### src/rtl/control_pipeline.sv
// Control side of the pipeline: registers the decode-stage control word and carries it
// through ID/EX, EX/MEM and MEM/WB, honouring StallE/FlushE, and counts retired words.
module control_pipeline #(
  parameter int ALUCTRL_W = 4,
  parameter int CNT_W     = 32
) (
  input  logic                 clk,
  input  logic                 reset,
  input  logic                 ValidD,
  input  logic                 RegWriteD,
  input  logic                 MemToRegD,
  input  logic                 MemWriteD,
  input  logic                 ALUSrcD,
  input  logic                 RegDstD,
  input  logic [ALUCTRL_W-1:0] ALUControlD,
  input  logic                 StallE,
  input  logic                 FlushE,
  output logic                 ValidE,
  output logic                 RegWriteE,
  output logic                 MemToRegE,
  output logic                 MemWriteE,
  output logic                 ALUSrcE,
  output logic                 RegDstE,
  output logic [ALUCTRL_W-1:0] ALUControlE,
  output logic                 ValidM,
  output logic                 RegWriteM,
  output logic                 MemToRegM,
  output logic                 MemWriteM,
  output logic                 ValidW,
  output logic                 RegWriteW,
  output logic                 MemToRegW,
  output logic [CNT_W-1:0]     RetiredCount
);

  typedef struct packed {
    logic                 valid;
    logic                 reg_write;
    logic                 mem_to_reg;
    logic                 mem_write;
    logic                 alu_src;
    logic                 reg_dst;
    logic [ALUCTRL_W-1:0] alu_control;
  } e_word_t;

  typedef struct packed {
    logic valid;
    logic reg_write;
    logic mem_to_reg;
    logic mem_write;
  } m_word_t;

  typedef struct packed {
    logic valid;
    logic reg_write;
    logic mem_to_reg;
  } w_word_t;

  e_word_t          r_e;
  m_word_t          r_m;
  w_word_t          r_w;
  logic [CNT_W-1:0] r_retired;

  e_word_t w_d_word;
  e_word_t w_e_next;
  m_word_t w_m_next;
  w_word_t w_w_next;

  // An unqualified D word becomes a bubble so stray control bits never reach E.
  always_comb begin
    w_d_word = '0;
    if (ValidD) begin
      w_d_word.valid       = 1'b1;
      w_d_word.reg_write   = RegWriteD;
      w_d_word.mem_to_reg  = MemToRegD;
      w_d_word.mem_write   = MemWriteD;
      w_d_word.alu_src     = ALUSrcD;
      w_d_word.reg_dst     = RegDstD;
      w_d_word.alu_control = ALUControlD;
    end
  end

  always_comb begin
    w_e_next = w_d_word;
    if (FlushE) begin
      w_e_next = '0;
    end else if (StallE) begin
      w_e_next = r_e;
    end
  end

  // While E holds a stalled word, M takes a bubble so that word issues only once.
  always_comb begin
    w_m_next.valid      = r_e.valid;
    w_m_next.reg_write  = r_e.reg_write;
    w_m_next.mem_to_reg = r_e.mem_to_reg;
    w_m_next.mem_write  = r_e.mem_write;
    if (StallE && !FlushE) begin
      w_m_next = '0;
    end
  end

  always_comb begin
    w_w_next.valid      = r_m.valid;
    w_w_next.reg_write  = r_m.reg_write;
    w_w_next.mem_to_reg = r_m.mem_to_reg;
  end

  // NOTE: sequential state uses non-blocking assignments so every stage samples the
  // pre-edge value of the stage before it; blocking here would collapse the pipeline.
  always_ff @(posedge clk or posedge reset) begin
    if (reset) begin
      r_e       <= '0;
      r_m       <= '0;
      r_w       <= '0;
      r_retired <= '0;
    end else begin
      r_e       <= w_e_next;
      r_m       <= w_m_next;
      r_w       <= w_w_next;
      r_retired <= r_retired + CNT_W'(r_m.valid);
    end
  end

  assign ValidE       = r_e.valid;
  assign RegWriteE    = r_e.reg_write;
  assign MemToRegE    = r_e.mem_to_reg;
  assign MemWriteE    = r_e.mem_write;
  assign ALUSrcE      = r_e.alu_src;
  assign RegDstE      = r_e.reg_dst;
  assign ALUControlE  = r_e.alu_control;
  assign ValidM       = r_m.valid;
  assign RegWriteM    = r_m.reg_write;
  assign MemToRegM    = r_m.mem_to_reg;
  assign MemWriteM    = r_m.mem_write;
  assign ValidW       = r_w.valid;
  assign RegWriteW    = r_w.reg_write;
  assign MemToRegW    = r_w.mem_to_reg;
  assign RetiredCount = r_retired;

endmodule

### config.mk
export PLATFORM = sky130hd
export DESIGN_NAME = control_pipeline
export DESIGN_NICKNAME = d
export VERILOG_FILES = /design/src/rtl/control_pipeline.sv
export SDC_FILE = /design/constraint.sdc
export NUM_CORES = 1
export LEC_CHECK = 0
export ABC_AREA = 1
export CAP_MARGIN = 20
export CORE_UTILIZATION = 47
export CTS_CLUSTER_DIAMETER = 60
export DETAILED_ROUTE_END_ITERATION = 12
export GPL_TIMING_DRIVEN = 1
export PLACE_DENSITY = 0.77
export SLEW_MARGIN = 20
export SYNTH_ARGS = -nofsm -noshare
export SYNTH_HDL_FRONTEND = slang
export SYNTH_SLANG_ARGS = --single-unit
### constraint.sdc
create_clock -name clk -period 2.1 [get_ports clk]
set_clock_uncertainty 0.15 [all_clocks]
set_input_delay 0.21 -clock clk [delete_from_list [all_inputs] [get_ports clk]]
set_output_delay 0.21 -clock clk [all_outputs]
set_load 0.01 [all_outputs]
==> impl_results.md <==
- Fill cell count: 405
- Largest net degree at the start of global routing: 23
- FP Rows: 25
- Worst-margin pin slew: 0.483 ns
- Predominant post-synthesis flop cell: dfrtp_1
- TritonCTS Buffers: 5
- Max_cap viols: 0
- First-pass GRT wire length: 8690 um
- Total Power: 1.89 mW
- Critical Path AT: 1.79 ns
- Worst Path Max Fanout: 5
- Nets: 368
- Syn-to-layout area delta: 33.2%
- Power Density: 582 mW/mm2
- ANT nets after route: 0
- Synth top area share: 0.502
- Outcome: completed
- Io pins: 63
- Mean Syn Cell Area: 8.72 um2
- Initial drt markers: 54
- DRT Pass-1 Iters: 4
- Syn_nets: 297
- Vias in the first global route: 1934
- Setup Buffers After CTS: 0
- Count leader, synth: nand2_1
- Largest register FFs: 32
- Post-route insts no fill: 419
- Setup slack after layout: 0.351 ns
- Yosys warns: 0
- GPL Wtd Cong: 0.886
- Register area: 0.00123 mm2
- PortBufs: 62
- Post-CTS Hold Buffers: 0
- Final core occ: 0.670
- CP required: 2.14 ns
- Post_cts resized: 0
- Synth Register Bits: 49
- CP startpoint kind: flop
- Vias post-DR: 1950
- Initial Util: 0.503
- Final setup viols: 0
- Die Width: 74.1 um
- Post-synth top cells: nand2_1, dfrtp_1, inv_1, nor2_1, nand3b_1
- Yosys top cell by area: dfrtp_1
- All-Layer GR Usage: 0.212
- CTS tree: built
- CP Class: flop to flop
- CTS HTree Levels: 2
- Synth area leaders: dfrtp_1, nand2_1, inv_1
- Crit path time final: 1.75 ns
- Routed wire length: 5160 um
- Post-synth EDFFs: 0
- Routed vias/inst: 4.65
- Clock buffer depth: 2
- Post-DP HPWL: 4100 um
- Die area: 0.00549 mm2
- Async SR Flop Fraction: 1.00
- Final Hold Violating Endpoints: 0
- Area of the multi-input gates: 0.00108 mm2
- Setup TNS: 0 ns
- Register area share after synthesis: 0.502
- Tightest Hold Check Type: input pin to asynchronous set/reset pin
- Worst skew pair latency: 0.30 ns
- Max VDD drop: 333 uV
- Wire length per cell: 12.3 um
- CTS clk-pin slew, worst paths: 0.09 ns
- Critical Path End Type: flop
- Synth Cell Area: 0.00244 mm2
- # diodes: 0
- Core area: 0.00485 mm2
- Slew headroom: 0.678
- Lkg Pwr: 1.57 nW
- Tcrit/Tclk final: 0.833
- Overflow after GRT: 0
- Netlist cell types: 19
- DRC Markers: 0
- Die height: 74.1 um
- Setup Slack @ Placement: 0.353 ns
- Clock sinks: 49
- Cell count after placement: 411
- Layout cells sized above 1: 0.108
- Achievable Freq: 572 MHz
- Clock root cell: clkbuf_8
- Final slew viol count: 0
- Post-Syn Instances: 280
- RSZ-0062 raised after global routing: false
- Initial antenna violation count: 0
==> kinds of logic after synthesis <==
| group | after synthesis | synth area share |
|---|---|---|
| AO/OA/AOI/OAI | 10 | 0.0220 |
| XOR/XNOR | 15 | 0.0630 |
| buffers and inverters | 37 | 0.0569 |
| AND/OR/NAND/NOR | 166 | 0.340 |
| flip-flops | 49 | 0.502 |
| adder cells (fa/ha/maj) | 3 | 0.0154 |
==> cells in the final DEF (no fill, tap or decap), drive strengths merged <==
cell type      netlist  final
clkdlybuf4s50        0     62
nor2                48     48
clkinvlp             0      1
xnor2                4      4
nand3b               9      9
nand2              102    102
o21ai                7      7
clkbuf               1      5
xor2                11     11
inv                 36     36
o22ai                3      3
nand3                7      7
buf                  0      3
ha                   3      3
clkinv               0      2
dfrtp               49     49
==> power by group <==
part	total (mW)	switching, mW	internal, mW	leakage, nW
logic	0.284	0.131	0.153	0.854
clock network	0.543	0.313	0.230	0.0439
registers	1.06	0.0628	1.00	0.671
total	1.89	0.506	1.38	1.57
==> final timing paths <==
check | startpoint | end | slack, ns | cells past startpoint
max | ValidM$_DFF_PP0_ | RetiredCount[20]$_DFF_PP0_ | 0.35 | 9
min | reset | ALUControlE[0]$_DFFE_PP0N_ | 0.09 | 2
max reg2reg | ValidM$_DFF_PP0_ | RetiredCount[20]$_DFF_PP0_ | 0.35 | 9
min reg2reg | RegWriteM$_DFF_PP0_ | RegWriteW$_DFF_PP0_ | 0.23 | 0
max in group asynchronous | reset | RetiredCount[3]$_DFF_PP0_ | 1.13 | 3
min in group clk | RegWriteM$_DFF_PP0_ | RegWriteW$_DFF_PP0_ | 0.23 | 0
==> routing by layer <==
| layer | vias up | wire, um | GRT usage |
|---|---|---|---|
| met3 | 6 | 342 | 0.0610 |
| met2 | 66 | 2430 | 0.341 |
| li1 | 986 | - | - |
| met4 | 0 | 63 | 0.0641 |
| met1 | 892 | 2330 | 0.277 |
| met5 | - | 0 | 0 |
==> metrics by stage <==
step | instance area [um2] | hold slack [ns]
detailed placement | 3160 | 0.212
CTS | 3250 | 0.0908
global route | 3250 | 0.110
finish | 3250 | 0.0859
global placement | 3160 | 0.205
floorplan | 2440 | 0.200
==> critical path: stages (launching register included) <==
cell and delay (ns):
dfrtp_1 0.40, ha_1 0.19, ha_1 0.20, nand2_2 0.10, nor2_8 0.16, nand2_8 0.10
nor2_8 0.15, nand2_1 0.07, nand2_1 0.07, nand2_1 0.05
==> cell type report <==
cell class / count / share of cell area
Clock buffer: 5 / 0.0212
Clock inverter: 3 / 0.00539
Inverter: 36 / 0.0416
Multi-Input combinational cell: 194 / 0.331
Sequential cell: 49 / 0.377
Tap cell: 67 / 0.0258
Timing Repair Buffer: 65 / 0.198
(Power assumes the default switching activity.)
